==> src/rtl/alu_exec_unit_if.sv <==
// Request/response bundle between the ALU controller (master) and the execute unit (slave).
// start/alu_op/operands flow controller->unit; busy/done/alu_result/zero flow back.
interface alu_exec_unit_if #(
    parameter int DATA_WIDTH = 32
);
    logic                  start;
    logic [3:0]            alu_op;
    logic [DATA_WIDTH-1:0] alu_operand1;
    logic [DATA_WIDTH-1:0] alu_operand2;
    logic                  busy;
    logic                  done;
    logic [DATA_WIDTH-1:0] alu_result;
    logic                  zero;

    modport master (
        output start, alu_op, alu_operand1, alu_operand2,
        input  busy, done, alu_result, zero
    );

    modport slave (
        input  start, alu_op, alu_operand1, alu_operand2,
        output busy, done, alu_result, zero
    );
endinterface

==> src/rtl/alu_exec_unit.sv <==
// Single-issue ALU execute unit: one-cycle arithmetic/logic ops, bit-serial shifts.
// Handshake: start is taken on a rising edge only in IDLE or DONE; done pulses one cycle when results update.
module alu_exec_unit #(
    parameter int DATA_WIDTH = 32
) (
    input  logic         clk,
    input  logic         rst_n,
    alu_exec_unit_if.slave bus,
    output logic [1:0]   state_dbg
);
    localparam logic [3:0] ALU_ADD  = 4'd0;
    localparam logic [3:0] ALU_SUB  = 4'd1;
    localparam logic [3:0] ALU_AND  = 4'd2;
    localparam logic [3:0] ALU_OR   = 4'd3;
    localparam logic [3:0] ALU_XOR  = 4'd4;
    localparam logic [3:0] ALU_SLL  = 4'd5;
    localparam logic [3:0] ALU_SRL  = 4'd6;
    localparam logic [3:0] ALU_SRA  = 4'd7;
    localparam logic [3:0] ALU_SLT  = 4'd8;
    localparam logic [3:0] ALU_SLTU = 4'd9;

    localparam logic [1:0] IDLE  = 2'd0;
    localparam logic [1:0] SHIFT = 2'd1;
    localparam logic [1:0] DONE  = 2'd2;

    logic [1:0]            state;
    logic [4:0]            cnt;
    logic [3:0]            op_q;
    logic                  fill_q;
    logic [DATA_WIDTH-1:0] work;
    logic [DATA_WIDTH-1:0] result_q;
    logic                  zero_q;

    logic                  accept;
    logic                  acc_is_shift;
    logic                  acc_multi;
    logic [4:0]            shamt;
    logic [DATA_WIDTH-1:0] acc_value;
    logic [DATA_WIDTH-1:0] acc_first;
    logic [DATA_WIDTH-1:0] shifted;

    function automatic logic [DATA_WIDTH-1:0] shift_one(
        input logic [3:0]            op,
        input logic [DATA_WIDTH-1:0] v,
        input logic                  fill
    );
        case (op)
            ALU_SLL: shift_one = {v[DATA_WIDTH-2:0], 1'b0};
            ALU_SRL: shift_one = {1'b0, v[DATA_WIDTH-1:1]};
            default: shift_one = {fill, v[DATA_WIDTH-1:1]};
        endcase
    endfunction

    assign shamt        = bus.alu_operand2[4:0];
    assign accept       = bus.start && (state == IDLE || state == DONE);
    assign acc_is_shift = (bus.alu_op == ALU_SLL) || (bus.alu_op == ALU_SRL) ||
                          (bus.alu_op == ALU_SRA);
    // The accept edge performs the first bit of a shift, so a k-bit shift completes in k edges.
    assign acc_multi    = acc_is_shift && (shamt > 5'd1);
    assign acc_first    = shift_one(bus.alu_op, bus.alu_operand1, bus.alu_operand1[DATA_WIDTH-1]);
    assign shifted      = shift_one(op_q, work, fill_q);

    always_comb begin
        acc_value = bus.alu_operand1 + bus.alu_operand2;
        case (bus.alu_op)
            ALU_SUB:  acc_value = bus.alu_operand1 - bus.alu_operand2;
            ALU_AND:  acc_value = bus.alu_operand1 & bus.alu_operand2;
            ALU_OR:   acc_value = bus.alu_operand1 | bus.alu_operand2;
            ALU_XOR:  acc_value = bus.alu_operand1 ^ bus.alu_operand2;
            ALU_SLL, ALU_SRL, ALU_SRA:
                acc_value = (shamt == 5'd0) ? bus.alu_operand1 : acc_first;
            ALU_SLT:  acc_value = {{(DATA_WIDTH-1){1'b0}},
                                   ($signed(bus.alu_operand1) < $signed(bus.alu_operand2))};
            ALU_SLTU: acc_value = {{(DATA_WIDTH-1){1'b0}},
                                   (bus.alu_operand1 < bus.alu_operand2)};
            default:  acc_value = bus.alu_operand1 + bus.alu_operand2;
        endcase
    end

    always_ff @(posedge clk or negedge rst_n) begin
        if (!rst_n) begin
            state    <= IDLE;
            cnt      <= '0;
            op_q     <= '0;
            fill_q   <= 1'b0;
            work     <= '0;
            result_q <= '0;
            zero_q   <= 1'b1;
        end else begin
            case (state)
                IDLE, DONE: begin
                    if (accept) begin
                        op_q   <= bus.alu_op;
                        fill_q <= bus.alu_operand1[DATA_WIDTH-1];
                        work   <= acc_first;
                        if (acc_multi) begin
                            cnt   <= shamt - 5'd1;
                            state <= SHIFT;
                        end else begin
                            cnt      <= '0;
                            result_q <= acc_value;
                            zero_q   <= (acc_value == '0);
                            state    <= DONE;
                        end
                    end else begin
                        state <= IDLE;
                    end
                end
                SHIFT: begin
                    work <= shifted;
                    cnt  <= cnt - 5'd1;
                    if (cnt == 5'd1) begin
                        result_q <= shifted;
                        zero_q   <= (shifted == '0);
                        state    <= DONE;
                    end
                end
                default: state <= IDLE;
            endcase
        end
    end

    assign bus.busy       = (state == SHIFT);
    assign bus.done       = (state == DONE);
    assign bus.alu_result = result_q;
    assign bus.zero       = zero_q;
    assign state_dbg      = state;
endmodule

==> src/flat_wrapper.sv <==
// flat-port wrapper written by rule: the top's interface ports become plain ports
module alu_exec_unit_flat 
#(
    parameter int DATA_WIDTH = 32
)
  (clk, rst_n, state_dbg, bus_start, bus_alu_op, bus_alu_operand1, bus_alu_operand2, bus_busy, bus_done, bus_alu_result, bus_zero);
  alu_exec_unit_if #(.DATA_WIDTH(DATA_WIDTH)) bus_i ();
  input  logic clk;
  input  logic rst_n;
  output logic [1:0] state_dbg;
  input wire logic [$bits(bus_i.start)-1:0] bus_start;
  input wire logic [$bits(bus_i.alu_op)-1:0] bus_alu_op;
  input wire logic [$bits(bus_i.alu_operand1)-1:0] bus_alu_operand1;
  input wire logic [$bits(bus_i.alu_operand2)-1:0] bus_alu_operand2;
  output wire logic [$bits(bus_i.busy)-1:0] bus_busy;
  output wire logic [$bits(bus_i.done)-1:0] bus_done;
  output wire logic [$bits(bus_i.alu_result)-1:0] bus_alu_result;
  output wire logic [$bits(bus_i.zero)-1:0] bus_zero;
  assign bus_i.start = bus_start;
  assign bus_i.alu_op = bus_alu_op;
  assign bus_i.alu_operand1 = bus_alu_operand1;
  assign bus_i.alu_operand2 = bus_alu_operand2;
  assign bus_busy = bus_i.busy;
  assign bus_done = bus_i.done;
  assign bus_alu_result = bus_i.alu_result;
  assign bus_zero = bus_i.zero;
  alu_exec_unit #(.DATA_WIDTH(DATA_WIDTH)) u_core (.clk(clk), .rst_n(rst_n), .bus(bus_i), .state_dbg(state_dbg));
endmodule
==> config.mk <==
export PLATFORM = sky130hd
export DESIGN_NAME = alu_exec_unit_flat
export DESIGN_NICKNAME = d
export VERILOG_FILES = /design/src/rtl/alu_exec_unit_if.sv /design/src/rtl/alu_exec_unit.sv /design/src/flat_wrapper.sv
export SDC_FILE = /design/constraint.sdc
export NUM_CORES = 1
export LEC_CHECK = 0
export CAP_MARGIN = 20
export CORE_MARGIN = 8
export CORE_UTILIZATION = 38
export CTS_CLUSTER_DIAMETER = 200
export CTS_CLUSTER_SIZE = 25
export DETAILED_ROUTE_END_ITERATION = 16
export GPL_TIMING_DRIVEN = 1
export PLACE_DENSITY = 0.61
export SLEW_MARGIN = 20
export SYNTH_ARGS = -nofsm -noshare
export SYNTH_HDL_FRONTEND = slang
export SYNTH_SLANG_ARGS = --single-unit
export TNS_END_PERCENT = 100
==> constraint.sdc <==
create_clock -name clk -period 7.8 [get_ports clk]
set_input_delay 1.56 -clock clk [delete_from_list [all_inputs] [get_ports clk]]
set_output_delay 1.56 -clock clk [all_outputs]
set_load 0.01 [all_outputs]
### Word-level counts from Yosys, hierarchy flattened

Cells that the tools add are included.

* flip-flop bits (word level): 77
* output and inout port bits: 37
* word-level logic and storage cells: 70

* add/subtract/negate cells: 4
* $lt $le $gt $ge: 3
* equal/unequal tests: 17
* muxes and demuxes: 21
* bitwise logic cells: 3
* reductions and logical operators: 15

Operators with widths (number)
* 32-bit one-hot mux with 2 select lines: 4
* 32-bit one-hot mux with 7 select lines: 1
* 32-bit two-way mux: 5
* 32-bit zero test: 2
* 32-bit less-than comparator: 2
* 32-bit adder: 1
* 32-bit bitwise AND: 1
* 32-bit bitwise OR: 1
* 32-bit subtractor: 1
* 32-bit bitwise XOR: 1
* 4-bit by 3-bit equality test with 1-bit output (second input constant): 6
* 5-bit two-way mux: 2
* 5-bit one-hot mux with 2 select lines: 1
* 5-bit by 1-bit subtractor with 5-bit output (second input constant): 2
* 4-bit by 2-bit equality test with 1-bit output (second input constant): 2
* 4-bit equality test (second input constant): 2
* 2-bit two-way mux: 3
* 5-bit by 1-bit equality test with 1-bit output (second input constant): 1
* 5-bit by 1-bit > comparator with 1-bit output (second input constant): 1
* 5-bit zero test: 1
* 4-bit by 1-bit equality test with 1-bit output (second input constant): 1
* 2-bit by 1-bit != test with 1-bit output (second input constant): 2
* 2-bit one-hot mux with 2 select lines: 1
* 2-bit AND reduction: 2
* 12 further kinds: 17

### Logic depth before layout (Yosys ltp)

Gate-level depths: netlist (run 1).

* depth in word-level cells: 8
* gate-level depth with buffers: 16
* gate-level depth less buffers: 15

### Worst setup path after synthesis (run 1)

No wires, ideal clock.

* kind: input -> register
* start: input port bus_alu_operand2[2]
* end: register u_core.zero_q (netlist: u_core.bus.zero)
* arrival time: 4.306 ns
* required time: 7.728 ns
* slack: 3.422 ns
* stages: 14
* path buffers: 1
* cell sequence: inv_1 ha_1 buf_4 a211oi_1 o21a_1 or4_4 o21ai_4 a211o_2 a311oi_1 or3b_1 o32a_1 nor4_1 nand4_1 o21ai_1

* cells in the longest elaborated chain, start to end: 7
* elaborated cells on any way between the ends: 18

RTL lines
* start, declared: RTL line flat_wrapper.sv:14 `input wire logic [$bits(bus_i.alu_operand2)-1:0] bus_alu_operand2;`
* parallel branches: the longest is 7 deep, another holds 32-bit adder
* end signal, assigned: RTL line alu_exec_unit.sv:102 `zero_q <= (acc_value == '0);`
* end signal, assigned: RTL line alu_exec_unit.sv:114 `zero_q <= (shifted == '0);`
* end, declared: RTL line alu_exec_unit.sv:32 `logic zero_q;`

Several ways; the timed one is not identified. The select of a mux whose other input is x is not followed.
A chain may end at the register's enable or synchronous reset.

### Worst setup path in the final report (run 1)

* start: input port bus_alu_op[2]
* end: register u_core.zero_q (netlist: u_core.bus.zero)

* cells in the longest elaborated chain, start to end: 8
* elaborated cells on any way between the ends: 22

RTL lines
* start, declared: RTL line flat_wrapper.sv:12 `input wire logic [$bits(bus_i.alu_op)-1:0] bus_alu_op;`
* 4-bit by 3-bit equality test with 1-bit output: RTL line alu_exec_unit.sv:47, alu_exec_unit.sv:56, alu_exec_unit.sv:65
* 32-bit one-hot mux with 2 select lines: RTL line alu_exec_unit.sv:47 `case (op)`
* 32-bit two-way mux: RTL line alu_exec_unit.sv:71 `acc_value = (shamt == 5'd0) ? bus.alu_operand1 : acc_first;`
* 32-bit one-hot mux with 7 select lines: RTL line alu_exec_unit.sv:65 `case (bus.alu_op)`
* 32-bit zero test: RTL line alu_exec_unit.sv:102
* 1-bit two-way mux: RTL line alu_exec_unit.sv:96 `if (acc_multi) begin`
* 1-bit two-way mux: RTL line alu_exec_unit.sv:92 `if (accept) begin`
* 1-bit one-hot mux with 2 select lines: RTL line alu_exec_unit.sv:90 `case (state)`

Parallel ways exist; a longest one is shown, timed or not. The select of a mux whose other input is x is not followed.

==> reports/metrics.sh, run 1 <==
RUN_STATUS='complete, no violations'
TIMING.SETUP.CRITICAL_PATH_CLASS='input port to flip-flop'
WORST_SETUP_PATH_END_KIND='flip-flop'
VDD_IR_DROP_MAX_mV=0.102
WORST-R2R-CELL-COUNT=12
MAX_FREQ_GHz=0.155
NUMBER_OF_POST_CTS_SETUP_REPAIR_BUFFERS=0
GRT_OVERFLOW=0
CTS-HOLD-FIX-BUFFERS=0
CLK_TRANSITION_REPORTED_PATHS_NS=0.06
MAX_SLEW_MARGIN_PCT=28.8
CP-START-KIND='input port'
SYNTH-COMPOUND-AREA-SHARE_PCT=33.6
SYNTH_SEQ_AREA_SHARE_PCT=18.3
MULTIINPUTGATEAREA_UM2=7810
ANTENNA_CELLS_INSERTED=0
RSZ0062_AT_GRT='no'
FINAL_LAYOUT_SIZE_SUFFIX_GT1_SHARE_PCT=4.71
DIE_H_UM=182
POSTLAYOUTSETUPSLACKWORST_NS=1.35
PATH_MAX_FANOUT=30
TIMING.FINAL.MAX_SLEW_VIOLATIONS=0
CRIT_PATH_CELL_TRACE='clkdlybuf4s50_1 -> and4bb_2 -> buf_4 -> nor2_1 -> a21oi_1 -> a211oi_1 -> nor4b_2 -> o211ai_1 -> nor4_1 -> nand4_1 -> nor4_1 -> nand4_1 -> o21ai_1'
WL_PER_CELL_UM=23.4
SETUP_VIOL=0
CTS_TREE='yes'
YOSYS.AREA_SHARE.ADDER_PCT=12.3
HOLDCRITSTARTPOINT='u_core.bus.alu_result[18]$_DFFE_PN0P_'
FINAL-SEQ-AREA_UM2=1930
SYNTH_ENABLE_FLOP_CELLS=0
CRITICAL_PATH_BUF_INV_COUNT=2
POWER_LEAKAGE_nW=4.92
YOSYS_WARNINGS=0
SYNTH.TOP_CELLS.BY_AREA='sky130_fd_sc_hd__dfrtp_1, sky130_fd_sc_hd__ha_1, sky130_fd_sc_hd__nand2_1'
DESIGN.CORE.AREA_UM2=27600
PORTBUFFERS=107
CTS-RESIZED-GATES=0
YS_ASYNC_SR_FRACTION_PCT=100
SYNTH_SEQ_CELLS=77
ANTENNA_FOUND_INITIAL=1
YOSYS.AREA_SHARE.XOR_XNOR_PCT=1.08
CP.ARRIVAL_NS=6.73
ANTENNA_LEFT=0
INITIAL_UTILIZATION_PCT=38.2
POWER_PER_CELL_AREA_nW_PER_UM2=199
FINALSETUPTNS_NS=0
WORSTHOLDENDPOINT='u_core.bus.alu_result[18]$_DFFE_PN0P_'
FINAL.FILL_COUNT=2924
CRITPATHTOPFAMILY='simple AND/OR/NAND/NOR gates'
DETAILEDROUTE.FIRSTITERATIONVIOLATIONS=1593
GRT_PASS1_VIAS=11200
FLOORPLAN.DIE_AREA_UM2=33300
HP-CLASS='flip-flop to flip-flop'
TIMING.FINAL.CRIT_PERIOD_NS=6.45
SYNTH_SIMPLE_GATE_AREA_SHARE_PCT=22.4
CTS_NUM_SINKS=77
CTS-ROOT-BUF='sky130_fd_sc_hd__clkbuf_16'
GLOBALROUTETOTALUTIL_PCT=25.7
PLACE_WS_NS=1.29
HPWLAFTERDP_UM=33400
WORSTHOLDPATHCELLS=2
CRIT_PATH_MAX_INCR_DELAY_NS=1.17
INSERTION_DELAY_NS=0.35
CTS_BUFFER_DEPTH=2
TIGHTESTPINTRANSITION_NS=1.07
FF2FF_SETUP_SLACK_NS=3.76
POWER_mW=2.40
CTS-HTREE-LEVELS=3
DRT_DRC_VIOLATIONS_LEFT=0
MUXSHAREOFSYNTHAREA_PCT=4.40
FINALWIRELENGTH_UM=44100
REG2REG_TO='u_core.bus.zero$_DFFE_PN1P_'
DIEWIDTH_UM=182
WORST_EP_REQUIRED_TIME_NS=8.08
IO-PIN-COUNT=108
ROWS=61
YS_DOMINANT_REG_CELL='sky130_fd_sc_hd__dfrtp_1'
MAXCAPVIOLATIONS=0
SKEW_NS=0.00738
POST_SYNTH_NUM_CELL_TYPES=91
UTILIZATION_PCT=43.9
NETLIST.AREA_LEADER.SHARE_PCT=18.1
FINAL_HOLD_VIOL_COUNT=0
MIN_PERIOD_OVER_PERIOD_PCT=82.7
FINAL_NET_COUNT=1674
LAYOUT-AREA-OVERHEAD-VS-SYNTH_PCT=14.8
REG2REG_FROM='u_core.state_dbg[1]$_DFFE_PN0P_'
SYN-NUM-NETS=1645
NUMBER_OF_CTS_INSERTED_BUFFERS=9
DETAILED_ROUTE_VIA_COUNT=11900
GRT_MAX_DEGREE=78
GP_ROUTABILITY_CONGESTION=0.982
TIMING.CRITICAL_PATH.SLOWEST_STAGE_CELL='sky130_fd_sc_hd__clkdlybuf4s50_1'
SYNTH_TOP_FAMILY_BY_AREA='compound AO/OA/AOI/OAI gates'
DRTPASS1ITERATIONS=6
POSTSYNTHAREAPERCELL_UM2=7.15
YOSYS.AREA.TOP_TYPE='sky130_fd_sc_hd__dfrtp_1'
SYN-INSTANCE-COUNT=1472
VIASPERCELL=6.32
MAPPEDNETLISTAREA_UM2=10500
GRT_PASS1_WL_UM=67300
-- registers in the layout, summed over array words and instances (netlist names) --
| register | flops |
|---|---|
| u_core.state_dbg | 2 |
| u_core.bus.zero | 1 |
| u_core.bus.alu_result | 32 |
| u_core.work | 32 |
| u_core.cnt | 5 |
| u_core.op_q | 4 |
| u_core.fill_q | 1 |
-- Yosys cell counts (17+ instances only) --
| cell | count |
|---|---|
| sky130_fd_sc_hd__nor2_1 | 134 |
| sky130_fd_sc_hd__nor2b_1 | 23 |
| sky130_fd_sc_hd__a21o_1 | 22 |
| sky130_fd_sc_hd__nor4_1 | 20 |
| sky130_fd_sc_hd__dfrtp_1 | 76 |
| sky130_fd_sc_hd__nand2_1 | 178 |
| sky130_fd_sc_hd__o221ai_1 | 38 |
| sky130_fd_sc_hd__inv_1 | 101 |
| sky130_fd_sc_hd__mux2i_1 | 44 |
| sky130_fd_sc_hd__buf_2 | 17 |
| sky130_fd_sc_hd__a21oi_1 | 125 |
| sky130_fd_sc_hd__ha_1 | 100 |
| sky130_fd_sc_hd__nor3_1 | 27 |
| sky130_fd_sc_hd__o21ai_0 | 113 |
| sky130_fd_sc_hd__nand3_1 | 32 |
| sky130_fd_sc_hd__clkbuf_1 | 77 |
| sky130_fd_sc_hd__o211ai_1 | 26 |
| sky130_fd_sc_hd__a22oi_1 | 29 |
-- worst max path at each step --
stage                              startpoint                          end  slack (ns)  cells after the start
after floorplan           bus_alu_operand2[2]  u_core.bus.zero$_DFFE_PN1P_        3.42                     14
after global placement          bus_alu_op[2]  u_core.bus.zero$_DFFE_PN1P_        1.33                     13
after detailed placement        bus_alu_op[2]  u_core.bus.zero$_DFFE_PN1P_        1.29                     13
after CTS                       bus_alu_op[2]  u_core.bus.zero$_DFFE_PN1P_        1.65                     13
after global routing            bus_alu_op[2]  u_core.bus.zero$_DFFE_PN1P_        1.26                     13
final                           bus_alu_op[2]  u_core.bus.zero$_DFFE_PN1P_        1.35                     13
-- routing by layer --
layer  wire (µm)  up-vias  global-route usage [%]
met5          13        -                       0
li1            -     5461                       -
met4        1400        2                    8.36
met2       18900      714                    38.8
met1       19300     5602                    35.6
met3        4460      125                    5.81
-- stage by stage --
step                      instances  cell area [µm²]  hold slack (ns)
after global placement         1868            11800            0.450
after global routing           1884            12100            0.488
after detailed placement       1868            11800            0.460
after CTS                      1884            12100            0.477
after floorplan                1472            10500            0.438
final                          1884            12100            0.470
-- worst min-delay path, stage by stage (launching register included) --
cell and delay [ns]:
sky130_fd_sc_hd__dfrtp_1 0.34, sky130_fd_sc_hd__nand2_1 0.05, sky130_fd_sc_hd__nand2_1 0.05
-- logic make-up after synthesis --
group	count (synthesis)
AOI/OAI and AO/OA	524
and+or+nand+nor	500
buffers and inverters	210
adders and majority gates	102
DFF	77
muxes	46
xor gates and xnor gates	13
-- cell type report --
type | count | share of cell area, %
clock buffer | 9 | 1.86
tap | 378 | 3.91
sequential | 77 | 16.0
inverter | 103 | 3.20
clock inverter | 7 | 0.466
timing repair buffer | 125 | 9.99
multi-input combinational | 1185 | 64.6
-- report_power, final --
part	leakage (nW)	total, mW	switching [mW]	internal (mW)
registers	0.944	0.730	0.160	0.570
clock network	0.125	0.401	0.182	0.219
logic	3.85	1.27	0.750	0.524
-- layout by cell type, fill, tap and decap left out, types with 9 or more instances in the layout --
cell type                         instances
sky130_fd_sc_hd__nor2b_1                 23
sky130_fd_sc_hd__nor2_1                 133
sky130_fd_sc_hd__inv_1                  101
sky130_fd_sc_hd__o211ai_1                26
sky130_fd_sc_hd__mux2i_1                 44
sky130_fd_sc_hd__nor4_1                  20
sky130_fd_sc_hd__clkbuf_16                9
sky130_fd_sc_hd__or3_1                   11
sky130_fd_sc_hd__nand3_1                 32
sky130_fd_sc_hd__buf_4                   18
sky130_fd_sc_hd__xnor2_1                 11
sky130_fd_sc_hd__o21ai_0                113
sky130_fd_sc_hd__a21oi_1                125
sky130_fd_sc_hd__a221oi_1                12
sky130_fd_sc_hd__o221ai_1                38
sky130_fd_sc_hd__a22oi_1                 28
sky130_fd_sc_hd__nand2_1                178
sky130_fd_sc_hd__a211oi_1                16
sky130_fd_sc_hd__a211o_1                 11
sky130_fd_sc_hd__a31oi_1                 10
sky130_fd_sc_hd__o22ai_1                 12
sky130_fd_sc_hd__nor3_1                  27
sky130_fd_sc_hd__nand2b_1                13
sky130_fd_sc_hd__clkdlybuf4s50_1        106
sky130_fd_sc_hd__a221o_1                 10
sky130_fd_sc_hd__o31ai_1                 10
sky130_fd_sc_hd__a21o_1                  22
sky130_fd_sc_hd__dfrtp_1                 76
sky130_fd_sc_hd__nand4_1                 15
sky130_fd_sc_hd__ha_1                   100
(Power assumes the default switching activity.)
==> run 2, diff against run 1 <==
clock period = 6.2 ns   (was 7.8 ns; I/O delays follow)
==> reports/metrics.sh, run 2 (synthesized netlist as in run 1, its figures left out) <==
FINAL.HOLD.WORST_SLACK_NS=0.460  # -0.00994 ns
POWER_LEAKAGE_nW=5.04  # +2.6%
DESIGN.CORE.AREA_UM2=27600  # unchanged
FINAL_CELL_MIX='sky130_fd_sc_hd__nand2_1, sky130_fd_sc_hd__nor2_1, sky130_fd_sc_hd__a21oi_1'
ANTENNA_LEFT=0  # unchanged
POSTLAYOUTSETUPSLACKWORST_NS=0.675  # -0.675 ns
DRT_DRC_VIOLATIONS_LEFT=0  # unchanged
CLK_TRANSITION_REPORTED_PATHS_NS=0.06  # about the same
PLACED_CELLS_INCL_TAPS=1883  # +0.80%
VIASPERCELL=6.32  # about the same
UTILIZATION_PCT=44.6  # +0.76 points
MAXCAPVIOLATIONS=0  # unchanged
FINAL-INSTANCE-COUNT-EXCL-FILL=1900  # +0.85%
GLOBALROUTETOTALUTIL_PCT=26.0  # +0.29 points
SHARE_SEQ_OF_TOTAL_POWER_PCT=29.2  # -1.1 points
DIE_H_UM=182  # unchanged
POST_DP_CELL_AREA_UM2=11900  # +1.1%
WL_PER_CELL_UM=23.5  # +0.40%
TIMING.FINAL.CRIT_PERIOD_NS=5.52
MULTIINPUTGATEAREA_UM2=7810  # about the same
DIEWIDTH_UM=182  # unchanged
FINAL_DESIGN_AREA_NO_FILL_UM2=12300  # +1.7%
MAX_FREQ_GHz=0.181
SKEW_NS=0.00689  # -0.000488 ns
CRIT_PATH_MAX_INCR_DELAY_NS=0.82  # -0.35 ns
CRIT_PATH_CELL_TRACE='clkdlybuf4s50_1 -> inv_1 -> ha_1 -> inv_1 -> a2111oi_0 -> o311ai_0 -> nor4_1 -> nor3_1 -> a221oi_1 -> o21ai_0 -> nor4_1 -> nand4_1 -> o21ai_1'
POWER_REPORT.INTERNAL_TOTAL_mW=1.78  # +36%
FINAL_COMMON_CELL='sky130_fd_sc_hd__nand2_1'
WORST_EP_REQUIRED_TIME_NS=6.46  # -1.62 ns
NET-SWITCHING-POWER_mW=1.35  # +24%
INITIAL_UTILIZATION_PCT=38.2  # unchanged
GRT_MAX_DEGREE=78  # unchanged
FLOORPLAN.DIE_AREA_UM2=33300  # unchanged
TIMING.SETUP.CRITICAL_PATH_CLASS='input port to flip-flop'
PATH_MAX_FANOUT=11  # -63%
PLACE_WS_NS=0.385  # -0.909 ns
MIN_PERIOD_OVER_PERIOD_PCT=89.1
POWER_PER_CELL_AREA_nW_PER_UM2=255  # +28%
DETAILED_ROUTE_VIA_COUNT=12000  # +0.84%
VDD_IR_DROP_MAX_mV=0.135  # +32%
CTS-RESIZED-GATES=0  # unchanged
SETUP_VIOL=0  # unchanged
TIMING.CRITICAL_PATH.SLOWEST_STAGE_CELL='sky130_fd_sc_hd__a2111oi_0'
COMBINATIONALPOWERSHARE_PCT=51.6  # -1.4 points
PORTBUFFERS=107  # unchanged
CTS-HTREE-LEVELS=3  # unchanged
CTS_NUM_SINKS=77  # unchanged
HPWLAFTERDP_UM=34600  # +3.7%
ANTENNA_CELLS_INSERTED=0  # unchanged
IO-PIN-COUNT=108  # unchanged
CTS-HOLD-FIX-BUFFERS=0  # unchanged
DRTPASS1ITERATIONS=6  # unchanged
CP.ARRIVAL_NS=5.79  # -0.94 ns
ANTENNA_FOUND_INITIAL=0  # -1
RSZ0062_AT_GRT='no'
POWER_mW=3.13  # +30%
TIMING.FINAL.MAX_SLEW_VIOLATIONS=0  # unchanged
GRT_PASS1_VIAS=11400  # +1.5%
CTS_BUFFER_DEPTH=2  # unchanged
GRT_OVERFLOW=0  # unchanged
TIGHTESTPINTRANSITION_NS=1.16  # +0.0964 ns
FINAL-SEQ-AREA_UM2=1930  # unchanged
INSERTION_DELAY_NS=0.33  # -0.02 ns
FINAL.FILL_COUNT=2835  # -3.0%
DETAILEDROUTE.FIRSTITERATIONVIOLATIONS=1428  # -10%
CP-START-KIND='input port'
FINAL_LAYOUT_SIZE_SUFFIX_GT1_SHARE_PCT=5.65  # +0.94 points
MAX_SLEW_MARGIN_PCT=21.9  # -6.9 points
FINAL_HOLD_VIOL_COUNT=0  # unchanged
FINALSETUPTNS_NS=0  # unchanged
FINALWIRELENGTH_UM=44600  # +1.2%
SW_FRAC_OF_TOTAL_PCT=43.2  # -2.2 points
WORST_SETUP_PATH_END_KIND='flip-flop'
CLKPWRFRAC_PCT=19.2  # +2.5 points
NUMBER_OF_CTS_INSERTED_BUFFERS=9  # unchanged
RUN_STATUS='complete, no violations'
ROWS=61  # unchanged
GP_ROUTABILITY_CONGESTION=0.981  # about the same
FINAL_NET_COUNT=1690  # +0.96%
LAYOUT-AREA-OVERHEAD-VS-SYNTH_PCT=16.7
CTS_TREE='yes'
HP-CLASS='flip-flop to flip-flop'
CTS-ROOT-BUF='sky130_fd_sc_hd__clkbuf_16'
GRT_PASS1_WL_UM=68300  # +1.6%
NUMBER_OF_POST_CTS_SETUP_REPAIR_BUFFERS=0  # unchanged
run 2: cell types whose count changed in the layout (fill, tap and decap cells not counted), sizes merged:
cell	change
clkinvlp	-3
bufinv	+3
buf	+16
inv	-3
clkbuf	+1
clkinv	+2
run 2: area by class of cell:
class / count / area share, %
sequential: 77 / 15.7
clock buffer: 10 / 1.86
tap: 378 / 3.85
timing repair buffer: 141 / 11.0
clock inverter: 6 / 0.906
multi-input combinational: 1185 / 63.5
inverter: 103 / 3.15
run 2: critical path: cells and delay by family:
family,cells,cell delay [ns]
adder cells (fa/ha/maj),1,0.52
AO/OA/AOI/OAI,5,1.94
AND/OR/NAND/NOR,4,1.22
buffers and inverters,3,0.85
run 2: metal layers:
metal  wire [µm]  GRT usage [%]  up-vias
met2       19300           40.1      648
met3        3570           2.76      109
met4        1600           8.99        0
met5           0              0        -
met1       20200           37.0     5744
li1            -              -     5503
run 2: path summary, 6_finish.rpt:
| path | slack, ns | end | depth (start not counted) | from |
|---|---|---|---|---|
| min in group asynchronous | 0.81 | u_core.cnt[4]$_DFFE_PN0P_ | 1 | rst_n |
| hold / removal | 0.46 | u_core.bus.alu_result[18]$_DFFE_PN0P_ | 2 | u_core.bus.alu_result[18]$_DFFE_PN0P_ |
| hold reg to reg | 0.46 | u_core.bus.alu_result[18]$_DFFE_PN0P_ | 2 | u_core.bus.alu_result[18]$_DFFE_PN0P_ |
| setup / recovery | 0.68 | u_core.bus.zero$_DFFE_PN1P_ | 13 | bus_alu_operand1[20] |
| max in group asynchronous | 4.77 | u_core.bus.zero$_DFFE_PN1P_ | 2 | rst_n |
| setup reg to reg | 2.55 | u_core.bus.zero$_DFFE_PN1P_ | 10 | u_core.state_dbg[1]$_DFFE_PN0P_ |
run 2: power groups by stage:
| stage | sequential (mW) | combinational, mW | clock (mW) |
|---|---|---|---|
| finish | 0.917 | 1.62 | 0.600 |
| global route | 0.944 | 1.76 | 0.628 |
| CTS | 0.914 | 1.59 | 0.608 |
| detailed placement | 0.921 | 1.59 | 0 |
| global placement | 0.915 | 1.58 | 0 |
| floorplan | 0.912 | 0.893 | 0 |
